File: config.mk
export PLATFORM = sky130hd
export DESIGN_NAME = mp_addsub_seq
export DESIGN_NICKNAME = d
export VERILOG_FILES = /design/src/rtl/mp_addsub_seq.sv
export SDC_FILE = /design/constraint.sdc
export NUM_CORES = 1
export LEC_CHECK = 0
export ABC_AREA = 1
export CORE_MARGIN = 5
export CORE_UTILIZATION = 45
export CTS_CLUSTER_DIAMETER = 100
export DETAILED_ROUTE_END_ITERATION = 10
export PLACE_DENSITY_LB_ADDON = 0.08
export SYNTH_ARGS = -nofsm -noshare
export SYNTH_HDL_FRONTEND = slang
export SYNTH_SLANG_ARGS = --single-unit
export TNS_END_PERCENT = 5
File: constraint.sdc
create_clock -name clk -period 2.8 [get_ports clk]
set_clock_uncertainty 0.2 [all_clocks]
set_input_delay 0.56 -clock clk [delete_from_list [all_inputs] [get_ports clk]]
set_output_delay 0.56 -clock clk [all_outputs]
set_load 0.05 [all_outputs]
File: src/rtl/mp_addsub_seq.sv
// Multi-precision add/subtract sequencer: one SLICE-bit rbcla_adder is reused for
// WIDTH/SLICE cycles, with the inter-slice carry held in a register.

module rbcla_adder #(
  parameter int WIDTH          = 8,
  parameter int BITS_PER_BLOCK = 4
) (
  input  logic [WIDTH-1:0] A,
  input  logic [WIDTH-1:0] B,
  input  logic             CI,
  output logic [WIDTH-1:0] SUM,
  output logic             CO
);
  localparam int NB = WIDTH / BITS_PER_BLOCK;

  logic [WIDTH-1:0] w_g;
  logic [WIDTH-1:0] w_p;
  logic [WIDTH-1:0] w_c;
  logic [NB:0]      w_bc;
  logic             w_bg;
  logic             w_bp;

  // Block carries skip across each block via group generate/propagate;
  // inside a block the carry ripples to form the per-bit sums.
  always_comb begin
    w_g   = A & B;
    w_p   = A ^ B;
    w_c   = '0;
    w_bc  = '0;
    w_bg  = 1'b0;
    w_bp  = 1'b1;
    w_bc[0] = CI;
    for (int b = 0; b < NB; b++) begin
      w_bg = 1'b0;
      w_bp = 1'b1;
      for (int i = 0; i < BITS_PER_BLOCK; i++) begin
        w_bg = w_g[b*BITS_PER_BLOCK+i] | (w_p[b*BITS_PER_BLOCK+i] & w_bg);
        w_bp = w_bp & w_p[b*BITS_PER_BLOCK+i];
      end
      w_bc[b+1] = w_bg | (w_bp & w_bc[b]);
      w_c[b*BITS_PER_BLOCK] = w_bc[b];
      for (int i = 1; i < BITS_PER_BLOCK; i++) begin
        w_c[b*BITS_PER_BLOCK+i] = w_g[b*BITS_PER_BLOCK+i-1] |
                                  (w_p[b*BITS_PER_BLOCK+i-1] & w_c[b*BITS_PER_BLOCK+i-1]);
      end
    end
    SUM = w_p ^ w_c;
    CO  = w_bc[NB];
  end
endmodule

module mp_addsub_seq #(
  parameter int WIDTH = 32,
  parameter int SLICE = 8,
  parameter int BPB   = 4
) (
  input  logic             clk,
  input  logic             rst_n,
  input  logic             req_valid,
  output logic             req_ready,
  input  logic [WIDTH-1:0] op_a,
  input  logic [WIDTH-1:0] op_b,
  input  logic             sub,
  input  logic             cin,
  output logic             res_valid,
  input  logic             res_ready,
  output logic [WIDTH-1:0] sum,
  output logic             cout,
  output logic             ovf,
  output logic             busy
);
  localparam int NSLICE = WIDTH / SLICE;
  localparam int CW     = (NSLICE > 1) ? $clog2(NSLICE) : 1;

  typedef enum logic [1:0] {
    S_IDLE = 2'd0,
    S_RUN  = 2'd1,
    S_DONE = 2'd2
  } state_t;

  state_t           r_state;
  logic [CW-1:0]    r_cnt;
  logic             r_cy;
  logic [WIDTH-1:0] r_a;
  logic [WIDTH-1:0] r_b;
  logic [WIDTH-1:0] r_sum;
  logic             r_cout;
  logic             r_ovf;

  logic [SLICE-1:0] w_a_sl;
  logic [SLICE-1:0] w_b_sl;
  logic [SLICE-1:0] w_sum_sl;
  logic             w_co;
  logic             w_last;
  logic             w_accept;

  // Operands shift down one slice per RUN cycle, so the adder always reads
  // the low slice and, on the last slice, bit SLICE-1 is the operand sign.
  assign w_a_sl   = r_a[SLICE-1:0];
  assign w_b_sl   = r_b[SLICE-1:0];
  assign w_last   = (r_cnt == CW'(NSLICE - 1));
  assign w_accept = (r_state == S_IDLE) && req_valid;

  rbcla_adder #(
    .WIDTH          (SLICE),
    .BITS_PER_BLOCK (BPB)
  ) u_add (
    .A   (w_a_sl),
    .B   (w_b_sl),
    .CI  (r_cy),
    .SUM (w_sum_sl),
    .CO  (w_co)
  );

  always_ff @(posedge clk) begin
    if (w_accept) begin
      r_a <= op_a;
      r_b <= sub ? ~op_b : op_b;
    end else if (r_state == S_RUN) begin
      r_a <= r_a >> SLICE;
      r_b <= r_b >> SLICE;
    end
  end

  always_ff @(posedge clk) begin
    if (!rst_n) begin
      r_state <= S_IDLE;
      r_cnt   <= '0;
      r_cy    <= 1'b0;
      r_sum   <= '0;
      r_cout  <= 1'b0;
      r_ovf   <= 1'b0;
    end else begin
      case (r_state)
        S_IDLE: begin
          if (req_valid) begin
            r_cy    <= sub ? ~cin : cin;
            r_cnt   <= '0;
            r_state <= S_RUN;
          end
        end
        S_RUN: begin
          for (int k = 0; k < NSLICE; k++) begin
            if (r_cnt == CW'(k)) r_sum[k*SLICE +: SLICE] <= w_sum_sl;
          end
          r_cy  <= w_co;
          r_cnt <= r_cnt + CW'(1);
          if (w_last) begin
            r_cout  <= w_co;
            r_ovf   <= (w_a_sl[SLICE-1] ~^ w_b_sl[SLICE-1]) &
                       (w_a_sl[SLICE-1] ^ w_sum_sl[SLICE-1]);
            r_state <= S_DONE;
          end
        end
        S_DONE: begin
          if (res_ready) r_state <= S_IDLE;
        end
        default: r_state <= S_IDLE;
      endcase
    end
  end

  assign req_ready = (r_state == S_IDLE);
  assign res_valid = (r_state == S_DONE);
  assign busy      = (r_state != S_IDLE);
  assign sum       = r_sum;
  assign cout      = r_cout;
  assign ovf       = r_ovf;
endmodule

==> Yosys cells after proc, flatten, opt, wreduce, memory -nomap -nowiden <==
Cells that the tools add are included.
{ "word_totals": {"output_inout_bits": 37, "regBits": 103, "wordCells": 88, "in_bits": 70} }
{ "classes": {"eq_ne": 8, "bitwise": 42, "reduce_logical": 12, "addsub": 1, "muxes": 14} }
{ "ops": {"columns": ["op", "count"], "rows": [
  ["2-to-1 mux 32 bit", 5],
  ["NOT 32 bit", 1],
  ["AND 1 bit", 21],
  ["XOR 8 bit", 2],
  ["OR 1 bit", 14],
  ["AND reduction 2 bit", 5],
  ["AND 8 bit", 1],
  ["2-to-1 mux 2 bit", 4],
  ["== test 2 bit, second input constant", 3],
  ["one-hot mux 2 bit (3 select lines)", 1],
  ["nonzero test 2 bit", 3],
  ["== test 2 x 1 -> 1 bit, second input constant", 2],
  ["logical NOT 2 bit", 2],
  ["!= test 2 bit, second input constant", 2],
  ["one-hot mux 2 bit (2 select lines)", 1],
  ["AND reduction 3 bit", 1],
  ["adder 2 x 1 -> 2 bit, second input constant", 1],
  ["2-to-1 mux 1 bit", 2],
  ["!= test 2 x 1 -> 1 bit, second input constant", 1],
  ["one-hot mux 1 bit (2 select lines)", 1],
  ["logical AND 1 bit", 1],
  ["NOT 1 bit", 1],
  ["bitwise XNOR 1 bit", 1],
  ["XOR 1 bit", 1]
]} }

==> Depth between registers and ports, before layout <==
{ "logic_depth": {"ltp_word": 17, "depth_mapped": 12, "mapped_depth_nobuf": 12} }

==> Modules after synthesis <==
From an unflattened synthesis, not the netlist that was laid out.
{ "unflattened": {"cells_unflattened": 500, "area_unflattened_um2": 4898.4} }
{ "modules_own_cells": {"columns": ["mod", "seq_area_each_um2", "n_inst", "area_each_um2", "cells_per_inst"], "rows": [
  ["mp_addsub_seq", 2702.6, 1, 4545.6, 459],
  ["rbcla_adder", 0.0, 1, 352.8, 41]
]} }

==> Least setup slack after synthesis <==
OpenSTA, ideal clock, no wires.
{ "synth_timing": {"path_type": "reg-to-reg", "from": "register r_a[1]", "to": "register r_sum[23] (netlist: sum[23])", "path_buffers": 0, "setup_time_ns": 0.128, "stages_incl_launch_ff": 13, "synth_period_minus_slack_ns": 2.918, "t_arrival_ns": 2.591, "path_slack_ns": -0.118, "required_ns": 2.472, "path_cell_list": "edfxtp_1 ha_1 nand2_1 nand2_1 nand2_1 nand3_1 fa_1 fa_1 fa_1 xnor2_1 nor2_1 a21oi_1 nor2_1"} }
{ "synth_via": {"elab_chain_cells": 15, "word_cells_on_any_way": 20, "cone_classes": "bitwise: 20"} }
{ "synth_rtl": {"columns": ["item", "line", "rtl"], "rows": [
  ["from (decl)", "84", "logic [WIDTH-1:0] r_a;"],
  ["from (signal assigned)", "117", "r_a <= op_a;"],
  ["from (signal assigned)", "120", "r_a <= r_a >> SLICE;"],
  ["XOR 8 bit", "27", "w_p = A ^ B;"],
  ["AND 1 bit", "37", "w_bg = w_g[b*BITS_PER_BLOCK+i] | (w_p[b*BITS_PER_BLOCK+i] & w_bg);"],
  ["OR 1 bit", "37", null],
  ["AND 1 bit", "37", null],
  ["OR 1 bit", "37", null],
  ["AND 1 bit", "37", null],
  ["OR 1 bit", "37", null],
  ["OR 1 bit (*)", "40", "w_bc[b+1] = w_bg | (w_bp & w_bc[b]);"],
  ["AND 1 bit (*)", "44", "(w_p[b*BITS_PER_BLOCK+i-1] & w_c[b*BITS_PER_BLOCK+i-1]);"],
  ["OR 1 bit (*)", "43", "w_c[b*BITS_PER_BLOCK+i] = w_g[b*BITS_PER_BLOCK+i-1] |"],
  ["AND 1 bit (*)", "44", null],
  ["OR 1 bit (*)", "43", null],
  ["AND 1 bit (*)", "44", null],
  ["OR 1 bit (*)", "43", null],
  ["XOR 8 bit (*)", "47", "SUM = w_p ^ w_c;"],
  ["to (signal, indexed assignment)", "144", "if (r_cnt == CW'(k)) r_sum[k*SLICE +: SLICE] <= w_sum_sl;"],
  ["to (decl)", "86", "logic [WIDTH-1:0] r_sum;"]
]} }
Every way passes the cells marked *; elsewhere a longest branch is shown, timed or not.
A chain may end at the register's enable or synchronous reset.

==> Final worst setup path <==
{ "layout_timing": {"from": "register r_a[3]", "to": "register r_sum[22] (netlist: sum[22])"} }
{ "layout_via": {"elab_chain_cells": 9, "word_cells_on_any_way": 12, "cone_classes": "bitwise: 12"} }
{ "layout_rtl": {"columns": ["item", "line", "rtl"], "rows": [
  ["XOR 8 bit", "27", null],
  ["AND 1 bit (on tied branches)", "37, 38", null],
  ["OR 1 bit or AND 1 bit (tied branches)", "37, 40", null],
  ["OR 1 bit (*)", "40", null],
  ["AND 1 bit (*)", "44", null],
  ["OR 1 bit (*)", "43", null],
  ["AND 1 bit (*)", "44", null],
  ["OR 1 bit (*)", "43", null],
  ["XOR 8 bit (*)", "47", null],
  ["via u_add.SUM[6]", "11", "output logic [WIDTH-1:0] SUM,"]
]} }
The timed path passes the listed nets; every way through them passes the cells marked *.

==> flow_metrics.py <==
metrics = {
    "cts": {
        "clk_latency_ps": 350,
        "cts_buffer_depth": 2,
        "cts_tree": "yes",
        "path_clk_slew_ps": 100,
        "cts_num_sinks": 103,
        "clockRootBuffer": "clkbuf_8",
        "htreeDepth": 3,
        "cts_setup_buffers": 0,
        "cts_made_buffers": 9,
        "postCtsHoldBufs": 0,
    },
    "power": {
        "vdd_drop_max_v": 0.000313,
        "power.leakage_nw": 2.45,
        "power_density_mw_per_mm2": 572,
        "power.total_mw": 3.55,
    },
    "run": {
        "cap_violations": 0,
    },
    "sta": {
        "min_period_ps": 2790,
        "fmax_mhz": 358,
        "min_period_over_period_pct": 99.8,
        "holdWs_ps": 265,
        "rsz0062_at_grt": "true",
        "drv_slew": 0,
        "finalSetupViolations": 0,
        "relSlewSlack_pct": 65.7,
        "finalHoldViolCount": 0,
        "tightest_slew_ps": 513,
    },
    "floorplan": {
        "design.core.area_mm2": 0.0103,
        "die_h_um": 113,
        "die_w_um": 113,
        "die_area_mm2": 0.0127,
        "start_util_pct": 46.1,
        "rows": 37,
        "num_io_pins": 107,
    },
    "layout": {
        "drive_gt1_share_pct": 10.1,
        "final_area_mm2": 0.00620,
        "nNetsFinal": 678,
        "area_delta_synth_final_pct": 30.8,
        "antennaDiodeCount": 0,
    },
    "critical_path": {
        "path_class": "register to register",
        "crit_path_top_delay_cell": "fa_2",
        "crit_path_end_kind": "register",
        "worstSetupStartpointType": "register",
        "critPathTopFamily": "adder cells",
        "crit_chain": "ha_4, nand2_1, inv_1, nand2_1, nand3_2, fa_2, fa_2, fa_2, nand3_1, a21oi_1",
        "ff2ff_setup_slack_ps": 7,
        "worstPathRequired_ps": 2880,
        "worstPathMaxFanout": 4,
        "worst-path-buf-inv": 1,
        "cp_data_arrival_time_ps": 2870,
        "crit_top_cell": "fa_2",
        "critPathMaxStageDelay_ps": 580,
    },
    "yosys": {
        "synth.distinct_cells": 29,
        "syn_avg_cell_area_um2": 9.89,
        "syn_nets": 567,
        "ys_seq_area_share_pct": 57.0,
        "syn_area_mm2": 0.00474,
        "ys_warn_count": 0,
        "synth-seq-cells": 103,
        "synthCells": 479,
    },
    "global_route": {
        "grt_pass1_vias": 3499,
        "overflow": 0,
        "grt_usage_pct": 15.4,
        "antenna_found_initial": 0,
        "grt_max_degree": 65,
        "grt_pass1_wl_mm": 15.9,
    },
    "route": {
        "remaining_drc_errors": 0,
        "routed_wl_mm": 9.44,
        "viasPerCell": 4.65,
        "drt-initial-drc-count": 161,
        "dr.pass1.iters": 4,
        "vias": 3397,
        "ant_nets": 0,
        "wl_per_cell_um": 12.9,
    },
    "placement": {
        "hpwl_mm": 6.93,
        "io_buffers": 106,
        "gp_congestion": 0.799,
        "placed_area_mm2": 0.00598,
    },
    "run_status": {
        "status": "completed",
    },
    "hold_path": {
        "min_path_type": "register to register",
    },
}
-- power breakdown --
part	total, mW	switching, mW	leakage (nW)	internal (mW)
combinational	0.873	0.490	1.40	0.384
clock	0.803	0.483	0.0813	0.320
sequential	1.87	0.0656	0.963	1.81
-- synthesized netlist by cell type --
master	n	share of area [%]
nor2_1	26	2.1
nor2_8	1	0.42
buf_6	5	1.2
inv_2	5	0.40
a21oi_2	2	0.37
xnor2_1	33	6.1
dfxtp_1	39	16
buf_2	10	1.1
nand3_1	7	0.74
o21ai_0	34	3.6
o21ai_1	2	0.21
clkinv_2	1	0.11
buf_4	2	0.32
nand3_2	1	0.21
nor2_4	1	0.24
fa_1	6	2.5
o21bai_1	2	0.32
xor2_1	3	0.55
clkinv_1	1	0.079
inv_1	28	2.2
nand2_2	2	0.26
nand2_1	145	11
a21oi_1	38	4.0
nand2_4	3	0.71
a22oi_1	1	0.16
ha_1	12	3.2
clkbuf_1	3	0.24
edfxtp_1	64	41
clkbuf_2	2	0.21
-- cell usage in the layout, fill, tap and decap left out, types with 2 or more instances in the layout --
cell / count
a21oi_1: 33
a21oi_2: 7
buf_12: 2
buf_4: 14
clkbuf_8: 9
clkdlybuf4s50_1: 105
clkinv_1: 3
clkinv_2: 2
clkinv_4: 2
dfxtp_1: 39
edfxtp_1: 64
fa_1: 3
fa_2: 3
ha_1: 10
ha_4: 2
inv_1: 27
inv_2: 6
nand2_1: 144
nand2_2: 3
nand2_4: 3
nand3_1: 6
nand3_2: 2
nor2_1: 26
o21ai_0: 34
o21ai_1: 2
o21bai_1: 2
xnor2_1: 32
xor2_1: 3
-- sequential cells by signal (all words and copies together), names as in the netlist --
name     count
ovf          1
r_state      2
sum         32
r_b         32
r_a         32
r_cnt        2
cout         1
r_cy         1
-- routing by layer --
layer,share of wire [%],GRT usage [%]
met1,42,17.8
met2,51,27.7
met3,5.2,3.23
met4,1.7,5.69
met5,0,0
-- metrics by stage --
stage | worst slack, ps | cells | TNS (ps) | util (%)
after floorplan | 14.1 | 479 | 0 | -
after global placement | -0.722 | 715 | -0.722 | 58.2
after detailed placement | -85.8 | 715 | -378 | 58.2
after CTS | 3.26 | 731 | 0 | 60.1
after global routing | -144 | 731 | -851 | 60.3
final | 6.72 | 731 | 0 | 60.3
-- final timing paths --
check	end	cells after the start	startpoint
max reg2reg	sum[22]$_SDFFE_PN0P_	10	r_a[3]$_DFFE_PP_
min	sum[20]$_SDFFE_PN0P_	2	sum[20]$_SDFFE_PN0P_
min reg2reg	sum[20]$_SDFFE_PN0P_	2	sum[20]$_SDFFE_PN0P_
max	sum[22]$_SDFFE_PN0P_	10	r_a[3]$_DFFE_PP_
-- layout make-up --
class | count | area, um^2
clock buffers | 10 | 128
multi-input cells | 319 | 1830
repair buffers | 122 | 1200
well taps | 136 | 170
fillers | 942 | 4080
inverters | 35 | 133
clock inverters | 6 | 37.5
flip-flops and latches | 103 | 2700
-- worst reg2reg max path: stages, from the launching register on --
cell and delay (ps):
edfxtp_1 440, ha_4 280, nand2_1 60, inv_1 50
nand2_1 80, nand3_2 110, fa_2 360, fa_2 350
fa_2 580, nand3_1 80, a21oi_1 140
-- cell families (layout without fill, tap and decap cells) --
group / Yosys count / after routing / synth area share [%]
buffers and inverters: 57 / 173 / 5.81
adders and majority gates: 18 / 18 / 5.70
AOI/OAI and AO/OA: 79 / 79 / 8.66
DFF: 103 / 103 / 57.0
and+or+nand+nor: 186 / 186 / 16.1
xor gates and xnor gates: 36 / 36 / 6.65
-- what timing repair did --
item,CTS,global route
gates resized for setup,3,6
endpoints found under the setup margin,9,9
pin swaps,3,3
Note: power is estimated with default switching activity, not from simulation.
